### src/rtl/pc_fetch.sv
// Instruction fetch stage: owns the PC, keeps one request outstanding and feeds IF/ID through an output register plus a one-entry skid buffer.
// Optional fetch watchdog enabled by defining FETCH_TIMEOUT_EN (adds fetch_err_o).
module pc_fetch #(
    parameter int            DW       = 32,
    parameter logic [DW-1:0] RESET_PC = '0,
    parameter logic [DW-1:0] NOP_INST = DW'(32'h0000_0013),
    parameter int            TIMEOUT  = 16
) (
    input  logic          clk,
    input  logic          rst,
    input  logic          hold_flag_i,
    input  logic          jump_en_i,
    input  logic [DW-1:0] jump_addr_i,
    output logic          imem_req_o,
    output logic [DW-1:0] imem_addr_o,
    input  logic          imem_valid_i,
    input  logic [DW-1:0] imem_rdata_i,
    output logic [DW-1:0] inst_o,
    output logic [DW-1:0] inst_addr_o,
    output logic          inst_valid_o
`ifdef FETCH_TIMEOUT_EN
    ,
    output logic          fetch_err_o
`endif
);

    typedef enum logic [1:0] {IDLE, WAIT, DISCARD} state_e;

    state_e        state_q;
    logic [DW-1:0] pc_q, addr_q;
    logic          req_q;
    logic          o_valid_q, b_valid_q;
    logic [DW-1:0] o_inst_q, o_addr_q, b_inst_q, b_addr_q;

    logic          consume_d, o_left_d, b_left_d;
    logic [DW-1:0] pc_plus4_d, jump_tgt_d;

`ifdef FETCH_TIMEOUT_EN
    localparam int CW = $clog2(TIMEOUT + 1);
    logic [CW-1:0] cnt_q;
    logic          err_q;
    assign fetch_err_o = err_q;
`endif

    // Occupancy as seen after this cycle's consume; B shifts into O when O drains.
    always_comb begin
        consume_d  = o_valid_q & ~hold_flag_i;
        b_left_d   = b_valid_q & ~consume_d;
        o_left_d   = (o_valid_q & ~consume_d) | (consume_d & b_valid_q);
        pc_plus4_d = pc_q + DW'(4);
        jump_tgt_d = jump_addr_i & ~DW'(3);
    end

    always_ff @(posedge clk) begin
        if (!rst) begin
            state_q   <= IDLE;
            pc_q      <= RESET_PC;
            addr_q    <= RESET_PC;
            req_q     <= 1'b0;
            o_valid_q <= 1'b0;
            b_valid_q <= 1'b0;
            o_inst_q  <= NOP_INST;
            o_addr_q  <= '0;
            b_inst_q  <= NOP_INST;
            b_addr_q  <= '0;
`ifdef FETCH_TIMEOUT_EN
            cnt_q     <= '0;
            err_q     <= 1'b0;
`endif
        end else begin
`ifdef FETCH_TIMEOUT_EN
            err_q <= 1'b0;
`endif
            if (jump_en_i) begin
                o_valid_q <= 1'b0;
                b_valid_q <= 1'b0;
                pc_q      <= jump_tgt_d;
`ifdef FETCH_TIMEOUT_EN
                cnt_q     <= '0;
`endif
                // A request still in flight must be drained before retargeting.
                if (state_q == IDLE || imem_valid_i) begin
                    req_q   <= 1'b1;
                    addr_q  <= jump_tgt_d;
                    state_q <= WAIT;
                end else begin
                    state_q <= DISCARD;
                end
            end else begin
                if (consume_d) begin
                    o_valid_q <= b_valid_q;
                    o_inst_q  <= b_inst_q;
                    o_addr_q  <= b_addr_q;
                    b_valid_q <= 1'b0;
                end
                case (state_q)
                    IDLE: begin
                        if (!b_left_d) begin
                            req_q   <= 1'b1;
                            addr_q  <= pc_q;
                            state_q <= WAIT;
                        end
                    end
                    WAIT: begin
                        if (imem_valid_i) begin
                            pc_q <= pc_plus4_d;
`ifdef FETCH_TIMEOUT_EN
                            cnt_q <= '0;
`endif
                            if (!o_left_d) begin
                                o_valid_q <= 1'b1;
                                o_inst_q  <= imem_rdata_i;
                                o_addr_q  <= addr_q;
                                addr_q    <= pc_plus4_d;
                            end else begin
                                b_valid_q <= 1'b1;
                                b_inst_q  <= imem_rdata_i;
                                b_addr_q  <= addr_q;
                                req_q     <= 1'b0;
                                state_q   <= IDLE;
                            end
                        end
`ifdef FETCH_TIMEOUT_EN
                        else if (cnt_q == CW'(TIMEOUT - 1)) begin
                            err_q   <= 1'b1;
                            cnt_q   <= '0;
                            req_q   <= 1'b0;
                            state_q <= IDLE;
                        end else begin
                            cnt_q <= cnt_q + CW'(1);
                        end
`endif
                    end
                    DISCARD: begin
                        if (imem_valid_i) begin
                            req_q   <= 1'b0;
                            state_q <= IDLE;
`ifdef FETCH_TIMEOUT_EN
                            cnt_q   <= '0;
`endif
                        end
`ifdef FETCH_TIMEOUT_EN
                        else if (cnt_q == CW'(TIMEOUT - 1)) begin
                            err_q   <= 1'b1;
                            cnt_q   <= '0;
                            req_q   <= 1'b0;
                            state_q <= IDLE;
                        end else begin
                            cnt_q <= cnt_q + CW'(1);
                        end
`endif
                    end
                    default: state_q <= IDLE;
                endcase
            end
        end
    end

    assign imem_req_o   = req_q;
    assign imem_addr_o  = addr_q;
    assign inst_valid_o = o_valid_q;
    assign inst_o       = o_valid_q ? o_inst_q : NOP_INST;
    assign inst_addr_o  = o_addr_q;

endmodule

### config.mk
export PLATFORM = sky130hd
export DESIGN_NAME = pc_fetch
export DESIGN_NICKNAME = d
export VERILOG_FILES = /design/src/rtl/pc_fetch.sv
export SDC_FILE = /design/constraint.sdc
export NUM_CORES = 1
export LEC_CHECK = 0
export CAP_MARGIN = 20
export CORE_AREA = 4 4 154 156
export DETAILED_ROUTE_END_ITERATION = 6
export DIE_AREA = 0 0 158 160
export PLACE_DENSITY = 0.71
export SYNTH_ARGS = -nofsm -noshare
export SYNTH_HDL_FRONTEND = slang
export SYNTH_SLANG_ARGS = --single-unit
### constraint.sdc
create_clock -name clk -period 2.85 [get_ports clk]
set_clock_uncertainty 0.15 [all_clocks]
set_input_delay 0.57 -clock clk [delete_from_list [all_inputs] [get_ports clk]]
set_output_delay 0.57 -clock clk [all_outputs]
set_load 0.05 [all_outputs]
## Word level (Yosys, flattened, before mapping)

Cells that the tools add are included.

| cells by class | value |
|---|---|
| add/sub/neg operators | 1 |
| equality and inequality tests | 8 |
| mux-type cells | 40 |
| bitwise gates (word level) | 9 |
| reduce and logical (&&, ||, !) cells | 13 |

Operators with widths:

| cell | count |
|---|---|
| 2-to-1 mux 32 bit | 17 |
| one-hot mux 32 bit (2 select lines) | 1 |
| adder 32 x 3 -> 32 bit, second input constant | 1 |
| != test 3 bit, second input constant | 5 |
| 2-to-1 mux 1 bit | 14 |
| 2-to-1 mux 2 bit | 6 |
| AND reduction 4 bit | 2 |
| one-hot mux 2 bit (3 select lines) | 1 |
| AND reduction 6 bit | 1 |
| AND reduction 5 bit | 1 |
| AND 1 bit | 4 |
| NOT 1 bit | 4 |
| AND reduction 2 bit | 2 |
| nonzero test 2 bit | 2 |
| nonzero test 4 bit | 1 |
| one-hot mux 1 bit (3 select lines) | 1 |
| nonzero test 3 bit | 1 |
| == test 2 x 1 -> 1 bit, second input constant | 1 |
| == test 2 bit, second input constant | 1 |
| zero test 2 bit | 1 |
| != test 2 x 1 -> 1 bit, second input constant | 1 |
| OR reduction 2 bit | 1 |
| logical OR 1 bit | 1 |
| OR 1 bit | 1 |

| word-level totals | value |
|---|---|
| register bits after elaboration | 197 |
| input bits | 69 |
| output and inout port bits | 98 |
| logic and storage cells | 82 |

## Longest topological paths before layout

Gate-level depths: netlist of the first run.

| depth | value |
|---|---|
| depth after elaboration | 9 |
| mapped depth | 9 |
| gate-level depth less buffers | 7 |

## Worst setup path after synthesis of the first run

Ideal clock, no wire load.

| timing | value |
|---|---|
| path kind | flip-flop to flip-flop |
| from | reg o_valid_q (netlist: inst_valid_o) |
| to | reg addr_q[21] (netlist: imem_addr_o[21]) |
| setup time | 130 ps |
| data arrival time | 1993 ps |
| required time | 2570 ps |
| setup slack | 577 ps |
| stages on the path, launching flop included | 8 |
| path buffers | 2 |
| period minus slack after synthesis | 2273 ps |
| path through | dfxtp_1 nand2b_1 a311o_1 o21a_1 buf_2 buf_1 nand3_1 o311ai_1 |

| between the ends | value |
|---|---|
| cells in the longest elaborated chain, start to end | 6 |
| elaborated cells between the ends (all ways) | 9 |
| those cells by class | 2 x eq/ne; 6 x bitwise; 1 x reduce/logical |

RTL lines:

| item | line | text |
|---|---|---|
| from (decl) | 32 | `logic o_valid_q, b_valid_q;` |
| from (signal assigned) | 91 | `o_valid_q <= b_valid_q;` |
| AND 1 bit | 47 | `consume_d = o_valid_q & ~hold_flag_i;` |
| NOT 1 bit | 48, 49 |  |
| AND 1 bit | 49 | `o_left_d = (o_valid_q & ~consume_d) \| (consume_d & b_valid_q);` |
| OR 1 bit | 49 |  |
| != test 3 bit (no source line) | - |  |
| AND reduction 5 bit (no source line) (*) | - |  |
| to (signal assigned) | 84 | `addr_q <= jump_tgt_d;` |
| to (signal assigned) | 100 | `addr_q <= pc_q;` |
| to (signal assigned) | 114 | `addr_q <= pc_plus4_d;` |
| to (decl) | 30 | `logic [DW-1:0] pc_q, addr_q;` |

Every way passes the cells marked *; elsewhere a longest branch is shown, timed or not.
A chain may end at the register's enable or synchronous reset.

## Final worst setup path of the first run

| timing | value |
|---|---|
| from | reg state_q[1] |
| to | reg addr_q[28] (netlist: imem_addr_o[28]) |

| between the ends | value |
|---|---|
| cells in the longest elaborated chain, start to end | 4 |
| elaborated cells between the ends (all ways) | 11 |
| those cells by class | 5 x eq/ne; 2 x mux; 4 x reduce/logical |

RTL lines:

| item | line | text |
|---|---|---|
| from (decl) | 29 | `state_e state_q;` |
| from (signal assigned) | 56 | `state_q <= IDLE;` |
| from (signal assigned) | 85 | `state_q <= WAIT;` |
| from (signal assigned) | 87 | `state_q <= DISCARD;` |
| zero test 2 bit | 82, 96 |  |
| logical OR 1 bit | 82 | `if (state_q == IDLE \|\| imem_valid_i) begin` |
| != test 2 x 1 -> 1 bit (no source line) | - |  |
| AND reduction 5 bit (no source line) | - |  |

Parallel ways exist; a longest one is shown, timed or not.

==> metrics.log, run 1 <==
INFO  metric run_status = finished clean
INFO  metric htree_num_levels = 4
INFO  metric routability_driven_placement_congestion_ratio = 0.877
INFO  metric placed_cells = 1446
INFO  metric grt_overflow_total = 0
INFO  metric critPathMaxFanout = 9
INFO  metric ant_cells = 0
INFO  metric wl_per_cell = 16.3 um
INFO  metric track_usage = 18.5%
INFO  metric slowest_stage = ha_1
INFO  metric sequential_cell_area_fraction_in_the_yosys_report = 43.6%
INFO  metric power.share.clock = 36.9%
INFO  metric final_layout_size_suffix_gt1_share = 8.98%
INFO  metric num-nets-final = 1253
INFO  metric clk_latency = 0.44 ns
INFO  metric post-synth-top-area-fraction = 43.6%
INFO  metric worst_ep_required_time = 3.01 ns
INFO  metric chipWidth = 158 um
INFO  metric clk_pin_slew_worst_paths = 0.07 ns
INFO  metric holdBufCountCts = 0
INFO  metric post_cts_resize_count = 0
INFO  metric final-hold-violation-count = 0
INFO  metric crit_chain = inv_1 > ha_1 > buf_4 > nand2_1 > nor2_1 > nand4_1 > xor2_1 > a2111oi_0
INFO  metric fin_tns_setup = 0 ns
INFO  metric layoutNonFillerInstCount = 1476
INFO  metric drt_first_pass_iters = 5
INFO  metric dieArea = 25300 um^2
INFO  metric dr_vias = 7798
INFO  metric grt_first_pass_wirelength = 37.9 mm
INFO  metric yosysUniqueCellTypes = 51
INFO  metric clock-root-buffer = clkbuf_16
INFO  metric worst-setup-path-type = flip-flop to flip-flop
INFO  metric critical_path.startpoint_type = flip-flop
INFO  metric setup_ws = 0.222 ns
INFO  metric net_sw_power = 1.81 mW
INFO  metric tightest_slew = 0.578 ns
INFO  metric netlist_instances = 1057
INFO  metric worstSetupStartpoint = state_q[1]$_SDFFE_PN0P_
INFO  metric coreArea = 22400 um^2
INFO  metric share_seq_of_total_power = 46.6%
INFO  metric detailedPlace.worstSlack = 0.232 ns
INFO  metric p_leak = 4.30 nW
INFO  metric slew_headroom = 61.4%
INFO  metric endpoint_kind = flip-flop
INFO  metric die_height = 160 um
INFO  metric count_of_state_elements_after_synthesis = 191
INFO  metric sw_frac_of_total = 28.8%
INFO  metric syn_area = 8770 um^2
INFO  metric final-setup-viol-count = 0
INFO  metric number_of_antenna_violations_at_the_first_check_in_global_routing = 0
INFO  metric rsz0062_at_grt = no
INFO  metric routed_wirelength = 24.1 mm
INFO  metric clock_tree_from_tritoncts = built
INFO  metric syn-mean-instance-area = 8.29 um^2
INFO  metric place.detailed.hpwl = 17.1 mm
INFO  metric initialDrtViolationCount = 616
INFO  metric finalCriticalPeriod = 2.63 ns
INFO  metric cp.arrival = 2.79 ns
INFO  metric cts_setup_buffers = 0
INFO  metric post_synth_edffs = 0
INFO  metric detail_route.vias_per_cell = 5.28
INFO  metric maxSlewViolCount = 0
INFO  metric top_cell_types_by_occurrence_after_synthesis = 191 x dfxtp_1, 162 x nand2_1, 102 x a21oi_1, 82 x nor2_1, 65 x mux2i_1
INFO  metric min_period_over_period = 92.2%
INFO  metric grt_pass1_vias = 6818
INFO  metric power_per_cell_area = 543 nW/um^2
INFO  metric cap_violations = 0
INFO  metric synthToLayoutAreaGrowth = 32.4%
INFO  metric numCtsBuffers = 17
INFO  metric worst_path_largest_cell_delay = 0.47 ns
INFO  metric yosysMostFrequentCell = dfxtp_1
INFO  metric place.port_buffers = 162
INFO  metric ys.warnings.count = 0
INFO  metric clkSinkCount = 191
INFO  metric ioPinCount = 167
INFO  metric grt_max_degree = 63
INFO  metric placement_rows = 55
INFO  metric regToRegStartpoint = state_q[1]$_SDFFE_PN0P_
INFO  metric ys_top_cells_by_area = dfxtp_1 44%, mux2i_1 7.4%, nand2_1 6.9%
INFO  metric launch_point_of_the_worst_hold_path = b_addr_q[5]$_SDFFE_PN0P_
INFO  metric async_flop_share = 0%
INFO  metric hold_path_class = flip-flop to flip-flop
INFO  metric fmax = 0.381 GHz
INFO  metric vdd.ir_drop.worst = 0.374 mV
INFO  metric clockBufferDepth = 2
INFO  metric ys_dominant_reg_cell = dfxtp_1
INFO  metric remaining_drc_errors = 0
INFO  metric p_comb_share = 16.5%
INFO  metric intPower = 4.49 mW
INFO  metric synth_top_area_cell = dfxtp_1
INFO  metric initial_utilization = 39.2%
INFO  metric ant_nets = 0
-- layout by cell type, fill, tap and decap left out, types with 4 or more instances in the layout --
cell               n
mux2i_1           65
xnor2_1           27
a21oi_1          102
o211ai_1           8
inv_1              6
nand2b_1          17
and2_1            31
and3_1            12
buf_4             26
buf_12            38
dfxtp_1          191
nand4_1           17
nand3_1           36
clkbuf_16         17
xor2_1            26
nor2_1            82
ha_1               4
o31ai_1           10
nand2_1          162
o21ai_0           33
clkdlybuf4s50_1  130
o21a_1             4
nor3_1            18
nor4_1             6
o22ai_1            4
a211oi_1          63
and4_1             6
-- path summary, 6_finish.rpt --
check                                                    end  slack [ns]  cells after the start
worst max-delay path            imem_addr_o[28]$_SDFFE_PN0P_        0.22                      8
worst min-delay path                b_addr_q[5]$_SDFFE_PN0P_        0.30                      2
worst max register to register  imem_addr_o[28]$_SDFFE_PN0P_        0.22                      8
worst min register to register      b_addr_q[5]$_SDFFE_PN0P_        0.30                      2
-- flip-flops by register name, indices dropped and copies added, names as in the netlist --
| register | flops |
|---|---|
| inst_valid_o | 1 |
| pc_q | 30 |
| inst_addr_o | 32 |
| b_valid_q | 1 |
| b_addr_q | 30 |
| o_inst_q | 32 |
| b_inst_q | 32 |
| imem_addr_o | 30 |
| state_q | 2 |
| imem_req_o | 1 |
-- cell families after synthesis --
| group | Yosys count | share of synthesized area (%) |
|---|---|---|
| and+or+nand+nor | 405 | 21.7 |
| AOI/OAI and AO/OA | 239 | 16.7 |
| DFF | 191 | 43.6 |
| buffers and inverters | 99 | 4.61 |
| muxes | 65 | 7.42 |
| xor gates and xnor gates | 53 | 5.30 |
| adders and majority gates | 4 | 0.571 |
| other | 1 | 0.0428 |
-- layer usage --
| metal | up-vias | track usage [%] | wire (um) | share of wire, % |
|---|---|---|---|---|
| li1 | 3930 | - | - | - |
| met1 | 3617 | 27.0 | 11200 | 47 |
| met2 | 221 | 27.9 | 11000 | 46 |
| met3 | 30 | 3.31 | 1400 | 5.8 |
| met4 | 0 | 5.35 | 442 | 1.8 |
| met5 | - | 0 | 0 | 0 |
-- through the flow --
stage,util (%),hold WS (ns),total power [mW],instance area (um^2)
after CTS,51.9,0.305,6.34,11600
after global placement,49.3,0.291,4.03,11000
after global routing,51.9,0.319,6.55,11600
final,51.9,0.302,6.31,11600
after floorplan,-,0.286,3.62,8770
after detailed placement,49.3,0.296,4.04,11000
-- power by group through the flow --
| stage | registers, mW | logic, mW | clock network (mW) |
|---|---|---|---|
| 2_1_floorplan | 3.17 | 0.453 | 0 |
| 3_3_place_gp | 2.99 | 1.04 | 0 |
| 3_5_place_dp | 3.00 | 1.05 | 0 |
| 4_1_cts | 2.93 | 1.05 | 2.36 |
| 5_1_grt | 2.95 | 1.11 | 2.48 |
| 6_report | 2.94 | 1.04 | 2.32 |
-- worst max-delay path: cells and delay by family (launching register included) --
| kind | cells | cell delay, ns |
|---|---|---|
| xor+xnor | 1 | 0.18 |
| flops | 1 | 0.33 |
| buf+inv | 2 | 0.33 |
| fa+ha+maj | 1 | 0.47 |
| simple gates | 3 | 0.68 |
| compound gates | 1 | 0.38 |
-- final cells by class --
cell class | instances | area, um^2
clock buffer | 20 | 467
clock inverter | 10 | 105
fill | 2029 | 10800
inverter | 7 | 28.8
multi-input combinational | 768 | 4560
sequential | 191 | 3820
tap | 285 | 357
timing repair buffer | 195 | 2260
(Power assumes the default switching activity.)
==> run 2, diff against run 1 <==
--- a/config.mk
+++ b/config.mk
@@ -13,3 +13,4 @@
 export SYNTH_ARGS = -nofsm -noshare
 export SYNTH_HDL_FRONTEND = slang
 export SYNTH_SLANG_ARGS = --single-unit
+export TNS_END_PERCENT = 50
==> results of run 2 <==
The final DEF is identical to that of run 1; final timing and power are the same.
